## src/rtl/mem_arbiter.sv

```systemverilog
// Two-port memory arbiter: a data port (single read/write) and a fetch port
// (two-beat read at addr, addr+4) share one memory bus, with fetch starvation bounded.
module mem_arbiter #(
   parameter int unsigned STARVE_MAX = 4
) (
   input  logic        clk,
   input  logic        rst,
   input  logic        i_req,
   input  logic [31:0] i_addr,
   output logic        i_gnt,
   output logic        i_valid,
   output logic [63:0] i_data,
   input  logic        d_req,
   input  logic        d_we,
   input  logic [31:0] d_addr,
   input  logic [31:0] d_wdata,
   output logic        d_gnt,
   output logic        d_valid,
   output logic [31:0] d_rdata,
   output logic        mem_en,
   output logic        mem_we,
   output logic [31:0] mem_addr,
   output logic [31:0] mem_wdata,
   input  logic [31:0] mem_rdata,
   input  logic        mem_ack
);

   localparam int unsigned CNT_W = (STARVE_MAX < 1) ? 1 : $clog2(STARVE_MAX + 1);
   localparam logic [CNT_W-1:0] STARVE_LIM = CNT_W'(STARVE_MAX);

   typedef enum logic [1:0] {
      IDLE,
      D_ACC,
      I_BEAT0,
      I_BEAT1
   } state_t;

   state_t           state_q;
   logic [CNT_W-1:0] starve_q;
   logic [CNT_W-1:0] starve_d;
   logic             grant_d;
   logic             grant_i;
   logic             d_valid_q;
   logic             i_valid_q;
   logic [31:0]      d_rdata_q;
   logic [31:0]      beat0_q;
   logic [63:0]      i_data_q;
   logic             mem_en_q;
   logic             mem_we_q;
   logic [31:0]      mem_addr_q;
   logic [31:0]      mem_wdata_q;

   // Grants are decided combinationally in IDLE so they pulse in the request cycle;
   // gating with rst keeps them low while reset is asserted.
   assign grant_d = rst && (state_q == IDLE) && d_req && (!i_req || (starve_q < STARVE_LIM));
   assign grant_i = rst && (state_q == IDLE) && i_req && !grant_d;

   always_comb begin
      starve_d = starve_q;
      if (!i_req) begin
         starve_d = '0;
      end else if (grant_d && (starve_q != STARVE_LIM)) begin
         starve_d = starve_q + CNT_W'(1);
      end else if (grant_i) begin
         starve_d = '0;
      end
   end

   always_ff @(posedge clk or negedge rst) begin
      if (!rst) begin
         state_q     <= IDLE;
         starve_q    <= '0;
         d_valid_q   <= 1'b0;
         i_valid_q   <= 1'b0;
         d_rdata_q   <= '0;
         beat0_q     <= '0;
         i_data_q    <= '0;
         mem_en_q    <= 1'b0;
         mem_we_q    <= 1'b0;
         mem_addr_q  <= '0;
         mem_wdata_q <= '0;
      end else begin
         starve_q  <= starve_d;
         d_valid_q <= 1'b0;
         i_valid_q <= 1'b0;
         case (state_q)
            IDLE: begin
               if (grant_d) begin
                  state_q     <= D_ACC;
                  mem_en_q    <= 1'b1;
                  mem_we_q    <= d_we;
                  mem_addr_q  <= d_addr;
                  mem_wdata_q <= d_wdata;
               end else if (grant_i) begin
                  state_q     <= I_BEAT0;
                  mem_en_q    <= 1'b1;
                  mem_we_q    <= 1'b0;
                  mem_addr_q  <= i_addr;
                  mem_wdata_q <= '0;
               end
            end
            D_ACC: begin
               if (mem_ack) begin
                  if (!mem_we_q) begin
                     d_rdata_q <= mem_rdata;
                  end
                  d_valid_q   <= 1'b1;
                  state_q     <= IDLE;
                  mem_en_q    <= 1'b0;
                  mem_we_q    <= 1'b0;
                  mem_addr_q  <= '0;
                  mem_wdata_q <= '0;
               end
            end
            I_BEAT0: begin
               if (mem_ack) begin
                  beat0_q    <= mem_rdata;
                  mem_addr_q <= mem_addr_q + 32'd4;
                  state_q    <= I_BEAT1;
               end
            end
            I_BEAT1: begin
               if (mem_ack) begin
                  i_data_q    <= {mem_rdata, beat0_q};
                  i_valid_q   <= 1'b1;
                  state_q     <= IDLE;
                  mem_en_q    <= 1'b0;
                  mem_addr_q  <= '0;
                  mem_wdata_q <= '0;
               end
            end
            default: state_q <= IDLE;
         endcase
      end
   end

   assign d_gnt     = grant_d;
   assign i_gnt     = grant_i;
   assign d_valid   = d_valid_q;
   assign i_valid   = i_valid_q;
   assign d_rdata   = d_rdata_q;
   assign i_data    = i_data_q;
   assign mem_en    = mem_en_q;
   assign mem_we    = mem_we_q;
   assign mem_addr  = mem_addr_q;
   assign mem_wdata = mem_wdata_q;

endmodule

```

## config.mk

```make
export PLATFORM = sky130hd
export DESIGN_NAME = mem_arbiter
export DESIGN_NICKNAME = d
export VERILOG_FILES = /design/src/rtl/mem_arbiter.sv
export SDC_FILE = /design/constraint.sdc
export NUM_CORES = 1
export LEC_CHECK = 0
export BUFFER_PORTS_ARGS = -buffer_cell sky130_fd_sc_hd__buf_2
export CAP_MARGIN = 20
export CORE_ASPECT_RATIO = 1.4
export CORE_MARGIN = 4
export CORE_UTILIZATION = 52
export CTS_BUF_LIST = sky130_fd_sc_hd__clkbuf_8
export DETAILED_ROUTE_END_ITERATION = 10
export GPL_TIMING_DRIVEN = 0
export PLACE_DENSITY_LB_ADDON = 0.3
export SLEW_MARGIN = 20
export SYNTH_ARGS = -nofsm -noshare
export SYNTH_HDL_FRONTEND = slang
export SYNTH_SLANG_ARGS = --single-unit
```

## constraint.sdc

```tcl
create_clock -name clk -period 2.35 [get_ports clk]
set_input_delay 0.1175 -clock clk [delete_from_list [all_inputs] [get_ports clk]]
set_output_delay 0.1175 -clock clk [all_outputs]
set_load 0.005 [all_outputs]
```

### After elaboration in Yosys (flattened, before gate mapping)

Cells that the tools add are included.

| word-level totals | value |
|---|---|
| flip-flop bits (word level) | 201 |
| input port bits | 134 |
| output and inout port bits | 166 |
| word-level logic and storage cells | 69 |

| cells by class | value |
|---|---|
| muxes and demuxes | 26 |
| reduce and logical (&&, ||, !) cells | 19 |
| add/sub/neg operators | 2 |
| bitwise operators | 1 |
| equal/unequal tests | 9 |
| magnitude comparators | 1 |

Operator list:

| kind | number |
|---|---|
| $mux W32 | 6 |
| $pmux W32 S3 | 1 |
| $pmux W32 S2 | 1 |
| $add A32 B3 Y32 const B | 1 |
| $reduce_and A3 Y1 | 4 |
| $mux W3 | 3 |
| $mux W1 | 8 |
| $mux W2 | 4 |
| $logic_and A1 B1 Y1 | 6 |
| $ne A3 B3 Y1 const B | 2 |
| $pmux W2 S3 | 1 |
| $eq A2 B2 Y1 const B | 2 |
| $ne A2 B2 Y1 const B | 2 |
| $pmux W1 S2 | 2 |
| $reduce_and A2 Y1 | 2 |
| $reduce_bool A2 Y1 | 2 |
| $add A3 B1 Y3 const B | 1 |
| $lt A3 B3 Y1 const B | 1 |
| $ne A3 B1 Y1 const B | 1 |
| $eq A2 B1 Y1 const B | 1 |
| $logic_not A1 Y1 | 2 |
| $logic_not A2 Y1 | 1 |
| $ne A2 B1 Y1 const B | 1 |
| $reduce_or A2 Y1 | 1 |
| other kinds (2) | 2 |

### Depth between registers and ports, before layout

Gate-level depths: netlist of run 1.

| logic depth | value |
|---|---|
| word-level depth | 9 |
| mapped depth | 8 |
| mapped depth without buffers | 6 |

### Least setup slack after synthesis of run 1

OpenSTA, ideal clock, no wires.

| timing | value |
|---|---|
| path type | register to register |
| from | register mem_addr_q[2] (netlist: mem_addr[2]) |
| to | register mem_addr_q[26] (netlist: mem_addr[26]) |
| buffers on the path | 0 |
| library setup time | 0.129 ns |
| cell stages (with the launch flop) | 7 |
| setup slack | 0.376 ns |
| arrival | 1.846 ns |
| period minus slack after synthesis | 1.974 ns |
| data required time | 2.221 ns |
| path through | dfrtp_1 ha_1 nand3_1 or4_4 nor4_2 o21ai_0 o2bb2ai_1 |

| on the way | value |
|---|---|
| cells in the longest elaborated chain, start to end | 3 |

RTL lines:

| element | RTL line | text |
|---|---|---|
| from (decl) | 50 | `logic [31:0] mem_addr_q;` |
| from (signal assigned) | 92 | `mem_addr_q <= d_addr;` |
| from (signal assigned) | 98 | `mem_addr_q <= i_addr;` |
| from (signal assigned) | 118 | `mem_addr_q <= mem_addr_q + 32'd4;` |
| $add A32 B3 Y32 | 118 |  |
| $mux W32 | 116 | `if (mem_ack) begin` |
| $pmux W32 S3 | 86 | `case (state_q)` |

No other way between the ends. The select of a mux whose other input is x is not followed.
A chain may end at the register's enable or synchronous reset.

### Worst setup path after layout of run 1

| timing | value |
|---|---|
| from | register mem_addr_q[19] (netlist: mem_addr[19]) |
| to | register mem_addr_q[30] (netlist: mem_addr[30]) |

Same word-level chain as after synthesis.

==> impl_metrics.json, run 1 <==
{
  "status": "finished with violations",
  "violations": "negative setup slack",
  "required_ns": 2.81,
  "combinationalPowerShare": 0.394,
  "wl_um": 30400,
  "die_area_mm2": 0.0187,
  "r2r_start": "mem_addr[19]",
  "syn-cell-area_mm2": 0.00859,
  "core_area_mm2": 0.0162,
  "dp.cells": 1166,
  "finalHoldViolCount": 0,
  "start_kind": "flip-flop",
  "vias": 8216,
  "hold_class": "in -> async",
  "worst_slew_pin_slew_ns": 0.945,
  "synth_ff_type": "dfrtp_1",
  "ioPinCount": 300,
  "syn2layout_area_growth_pct": 47.9,
  "reg2reg_slack_ns": -0.06,
  "fin_ws_ns": -0.0611,
  "async_flop_share": 1.00,
  "endpoint_kind": "flip-flop",
  "synth.distinct_cells": 54,
  "cts-root-buf": "clkbuf_8",
  "nets": 1282,
  "cp_max_fo": 8,
  "p_leak_nw": 6.18,
  "grt_pass1_wl_um": 47000,
  "finClkSkew_ns": 0.0238,
  "finish.instance_area_mm2": 0.0127,
  "worstSkewPairLatency_ns": 0.58,
  "num_rows": 55,
  "finalMaxSlewViolations": 0,
  "htree_levels": 1,
  "fmax_ghz": 0.415,
  "vdd_ir_drop_max_uv": 891,
  "gr-usage-all-layers": 0.320,
  "gp_congestion": 0.917,
  "start_util": 0.531,
  "max_slew_margin": 0.368,
  "antenna_found_initial": 1,
  "drt-pass1-iter-count": 10,
  "cts.sinks": 201,
  "synthCells": 667,
  "synth_edf_count": 0,
  "cts_tree": "built",
  "yosys_warnings": 0,
  "powerDensity_mw_per_mm2": 1170,
  "ant_nets": 0,
  "switching_share": 0.358,
  "avgSynthCellArea_um2": 12.9,
  "drive_gt1_frac": 0.458,
  "p_sw_mw": 5.33,
  "pwr-share-seq": 0.415,
  "drtIter0Drc": 1130,
  "wl_per_cell_um": 22.3,
  "r2r_cells": 5,
  "synth_nets": 804,
  "ys_seq_area_frac": 0.586,
  "power_frac_clock": 0.191,
  "hpwl_um": 17900,
  "drc": 0,
  "rr_endpoint": "mem_addr[30]",
  "critical_path_arrival_ns": 2.87,
  "setup_tns_ns": -0.0611,
  "grt_pass1_vias": 8730,
  "numCtsBuffers": 31,
  "post_dp_cell_area_mm2": 0.0104,
  "fin_cells": 1364,
  "die_h_um": 160,
  "via_per_inst": 6.02,
  "die_x_um": 117,
  "min_period_ns": 2.41,
  "cap_violations": 0,
  "overflow": 0,
  "setup_violations": 1,
  "crit_type": "reg -> reg",
  "finalCritPeriodShare": 1.03,
  "clock_path_buffers": 3,
  "clk_pin_slew_ns": 0.07,
  "intPower_mw": 9.56,
  "portBuffers": 298,
  "synth-seq-cells": 201,
  "grt_max_degree": 53
}
[synthesized netlist by cell type (all sizes together) (7+ instances only)]
library cell    n  area [µm²]
inv             8        30.0
mux2i           7        70.1
mux2          128        1440
a22o           43         377
nor4           13         106
dfrtp         201        5030
clkbuf         13        48.8
nor3            9        45.0
a31oi           9        56.3
o21ai          35         175
nor2           23        86.3
a21oi          15        75.1
nand2          35         131
buf            28         138
nand3          13        70.1
a221oi          8        70.1
nand4           8        65.1
[registers in the layout, summed over array words and instances, names as in the netlist]
name,flops
beat0_q,32
d_rdata,32
d_valid,1
i_data,64
i_valid,1
mem_addr,32
mem_en,1
mem_wdata,32
mem_we,1
starve_q,3
state_q,2
[cell type report]
| class | count | area (µm²) |
|---|---|---|
| Antenna cell | 1 | 2.50 |
| Buffer | 39 | 188 |
| Clock buffer | 40 | 551 |
| Clock inverter | 12 | 56.3 |
| Fill cell | 925 | 3470 |
| Inverter | 8 | 30.0 |
| Multi-Input combinational cell | 417 | 3430 |
| Sequential cell | 201 | 5030 |
| Tap cell | 199 | 249 |
| Timing Repair Buffer | 447 | 3160 |
[worst max-delay path by stage]
stage | endpoint | depth (start not counted) | from | slack [ns]
after CTS | mem_addr[28] | 6 | mem_addr[2] | 0.03
after detailed placement | i_gnt | 10 | rst | -0.73
after global placement | mem_addr[13] | 5 | rst | -4.18
after global routing | d_rdata[23] | 5 | state_q[0] | -0.02
after floorplan | mem_addr[26] | 6 | mem_addr[2] | 0.38
final | mem_addr[30] | 5 | mem_addr[19] | -0.06
[cells in the final DEF (no fill, tap or decap), drive strengths merged, types with 3 or more instances in the layout]
cell,instances
buf,334
dfrtp,201
dlygate4sd3,136
mux2,128
clkbuf,53
a22o,43
o21ai,35
nand2,35
nor2,23
inv,17
a21oi,15
nand3,13
nor4,13
nor3,9
a31oi,9
a221oi,8
nand4,8
mux2i,7
and3,6
a22oi,5
o2bb2ai,5
and4,5
o22ai,4
a222oi,4
nor2b,3
and2,3
or2,3
o31a,3
ha,3
clkinv,3
bufbuf,3
[power groups by stage]
stage          Combinational, mW  Sequential, mW  Clock, mW
5_1_grt                     6.33            6.36       3.05
3_3_place_gp                5.24            6.02          0
2_1_floorplan               2.82            6.09          0
4_1_cts                     5.67            6.08       2.90
3_5_place_dp                5.39            6.11          0
6_report                    5.87            6.18       2.84
[critical path, stage by stage (launching register included)]
cell and delay, ns:
dfrtp_1 0.49, nand4_1 0.32, nor4_1 0.58, a31oi_1 0.27, o31a_1 0.34, a211o_2 0.31
[routing by layer]
metal | GRT usage | wire, µm | vias to the layer above
met5 | 0 | 0 | -
met4 | 0.177 | 2030 | 0
met3 | 0.0955 | 3560 | 217
met2 | 0.524 | 14500 | 658
met1 | 0.370 | 10200 | 3881
li1 | - | - | 3460
[metrics by stage]
step                      utilization  power (mW)  setup slack (ns)  hold slack (ns)
final                           0.785        14.9           -0.0611           0.0475
after global routing            0.785        15.7           -0.0189           0.0257
after CTS                       0.781        14.7            0.0279          0.00388
after detailed placement        0.643        11.5            -0.731          -0.0107
after global placement          0.639        11.3             -4.18            0.342
after floorplan                     -        8.91             0.376           -0.178
[cell families after synthesis]
kind of cell             Yosys count  share of synthesized area
buffers and inverters             49                     0.0252
AND/OR/NAND/NOR                  132                     0.0855
AO/OA/AOI/OAI                    147                      0.123
multiplexers                     135                      0.176
adder cells (fa/ha/maj)            3                    0.00437
flip-flops                       201                      0.586
[repair_timing]
action / CTS / global route
setup endpoints to repair: 70 / 76
hold buffers: 143 / 0
endpoints found under the hold margin: 290 / 0
setup buffers: 1 / 0
pin swaps: 1 / 1
resized for setup: 5 / 18
gates cloned: 3 / 0
Note: power is estimated with default switching activity, not from simulation.
==> inputs of run 2 (changes only) <==
--- a/config.mk
+++ b/config.mk
@@ -5,6 +5,7 @@
 export SDC_FILE = /design/constraint.sdc
 export NUM_CORES = 1
 export LEC_CHECK = 0
+export ABC_AREA = 1
 export BUFFER_PORTS_ARGS = -buffer_cell sky130_fd_sc_hd__buf_2
 export CAP_MARGIN = 20
 export CORE_ASPECT_RATIO = 1.4
==> impl_metrics.json, run 2 <==
{
  "setup_violations": 0,
  "clk_pin_slew_ns": 0.07,
  "reg2reg_slack_ns": 0.06,
  "finClkSkew_ns": 0.0182,
  "use_met2": 0.555,
  "antenna_found_initial": 3,
  "wl_per_cell_um": 17.1,
  "ioPinCount": 300,
  "core_area_mm2": 0.0168,
  "via_per_inst": 5.29,
  "holdBufCountCts": 133,
  "use_met3": 0.0608,
  "synthCells": 1118,
  "gp_congestion": 0.935,
  "drt-pass1-iter-count": 6,
  "crit_start": "state_q[0]",
  "synth_ff_type": "dfrtp_1",
  "drive_gt1_frac": 0.254,
  "crit_type": "reg -> reg",
  "start_kind": "flip-flop",
  "finalCritPeriodShare": 0.976,
  "finalHoldViolCount": 201,
  "cts.sinks": 201,
  "p_leak_nw": 7.05,
  "required_ns": 2.83,
  "crit_slowest_cell": "dlygate4sd3_1",
  "drc": 0,
  "path_cells": "buf_4, nor2_4, clkbuf_1, nand3_1, nand3_1, dlygate4sd3_1, nand2_1, o21ai_0",
  "vdd_ir_drop_max_uv": 627,
  "slowest_delay_ns": 0.56,
  "hpwl_um": 20100,
  "die_x_um": 119,
  "syn-cell-area_mm2": 0.00892,
  "async_flop_share": 1.00,
  "status": "finished with violations",
  "syn2layout_area_growth_pct": 44.0,
  "cp_max_fo": 10,
  "endpoint_kind": "flip-flop",
  "gr-max-usage-layer": "met2",
  "grt_pass1_wl_um": 49300,
  "fmax_ghz": 0.436,
  "violations": "negative hold slack",
  "finish.utilization": 0.764,
  "cpMostUsedCell": "nand3_1",
  "fin_hold_ws_ns": -0.646,
  "overflow": 0,
  "die_h_um": 163,
  "yosys-top-cells-count": "496 x nand2_1, 201 x dfrtp_1, 111 x o21ai_0",
  "final_common_cell": "nand2_1",
  "grt_max_degree": 100,
  "crit_family": "buffers and inverters",
  "r2r_start": "state_q[0]",
  "hold_class": "in -> async",
  "yosys_warnings": 0,
  "worstSkewPairLatency_ns": 0.55,
  "cts-root-buf": "clkbuf_8",
  "ant_nets": 0,
  "min_period_ns": 2.29,
  "ys_seq_area_frac": 0.564,
  "num_rows": 56,
  "dp_slack_ns": 0.400,
  "synthTopCellsByArea": "dfrtp_1 56%, nand2_1 21%, o21ai_0 6.2%, nor2_1 3.4%, inv_1 2.9%",
  "synth_top_area_share": 0.564,
  "start_util": 0.531,
  "grt_use_met1": 0.356,
  "critical_path_arrival_ns": 2.77,
  "max_slew_margin": 0.565,
  "numCtsBuffers": 31,
  "portBuffers": 299,
  "setup_tns_ns": 0,
  "synth_edf_count": 0,
  "finalMaxSlewViolations": 0,
  "htree_levels": 1,
  "vias": 9649,
  "crit_buf_inv": 3,
  "powerDensity_mw_per_mm2": 1200,
  "fin_ws_ns": 0.0567,
  "avgSynthCellArea_um2": 7.98,
  "cap_violations": 0,
  "wl_um": 31100,
  "synth_nets": 1255,
  "fillerInstances": 1191,
  "worst_slew_pin_slew_ns": 0.650,
  "r2r_cells": 8,
  "clock_path_buffers": 3,
  "synth-seq-cells": 201,
  "multi_input_area_mm2": 0.00341,
  "nets": 1730,
  "synth_area_leader_cell": "dfrtp_1",
  "post-synth-top-count-cell": "nand2_1",
  "synth.distinct_cells": 30,
  "largest_reg_flops": 64,
  "grt_pass1_vias": 9831,
  "finalPower_mw": 15.4,
  "drtIter0Drc": 654,
  "seq_area_mm2": 0.00503,
  "gr-usage-all-layers": 0.316,
  "endpoint": "mem_addr[11]",
  "rr_endpoint": "mem_addr[11]",
  "cts_tree": "built",
  "die_area_mm2": 0.0194,
  "final_cell_mix": "495 x nand2_1, 316 x buf_2, 199 x dfrtp_1",
  "cp.depth": 8
}
-- run 2: cell types whose count changed in the layout (fill, tap and decap cells not counted), moves of 8 or more --
cell,before,now
a221oi_1,8,0
a22o_1,43,0
a31oi_1,8,0
buf_4,1,12
clkbuf_1,10,21
inv_1,16,72
mux2_2,126,0
nand2_1,34,495
nand3_1,10,43
nor2_1,23,81
nor4_1,8,0
o21ai_0,35,111
o21ai_1,0,17
-- run 2: cell type report --
type	instances	area share
antenna	4	0.000779
buffer	45	0.0172
clock buffer	44	0.0471
clock inverter	14	0.00594
inverter	74	0.0216
multi-input combinational	797	0.266
sequential	201	0.392
tap	203	0.0198
timing repair buffer	443	0.230
-- run 2: cell families after synthesis --
group | share of synthesized area
compound gates | 0.0907
fa+ha+maj | 0.00421
mux | 0.00112
flops | 0.564
buf+inv | 0.0564
simple gates | 0.284
-- run 2: worst min-delay path by stage --
| stage | start | to | slack (ns) | cells past startpoint |
|---|---|---|---|---|
| after CTS | rst | mem_addr[8] | -0.67 | 1 |
| after floorplan | rst | beat0_q[0] | -0.18 | 0 |
| after global placement | d_wdata[12] | mem_wdata[12] | 0.32 | 3 |
| after detailed placement | rst | mem_addr[8] | -0.08 | 1 |
| after global routing | rst | mem_addr[11] | -0.67 | 1 |
| final | rst | mem_addr[8] | -0.65 | 1 |
-- run 2: layer usage --
metal | share of wire | wire, µm
met1 | 0.35 | 10900
met2 | 0.51 | 15900
met3 | 0.077 | 2400
met4 | 0.061 | 1890
met5 | 0 | 0
-- run 2: timing repair --
item / in CTS / in global routing
setup endpoints to repair: 2 / 25
pin swaps: 0 / 2
buffers inserted: 0 / 9
endpoints found under the hold margin: 367 / 201
gates cloned: 0 / 1
gates resized for setup: 0 / 8
-- run 2: power breakdown --
part	switching, mW	leakage (nW)	internal (mW)
clock network	1.39	0.367	1.67
registers	1.13	2.56	5.00
logic	3.61	4.12	2.63
total	6.13	7.05	9.30
-- run 2: metrics by stage --
stage / instance area, µm² / hold slack (ns) / instances
3_5_place_dp: 10700 / -0.0791 / 1622
3_3_place_gp: 10700 / 0.318 / 1620
4_1_cts: 12700 / -0.666 / 1812
2_1_floorplan: 8920 / -0.178 / 1118
5_1_grt: 12800 / -0.669 / 1824
6_report: 12800 / -0.646 / 1825
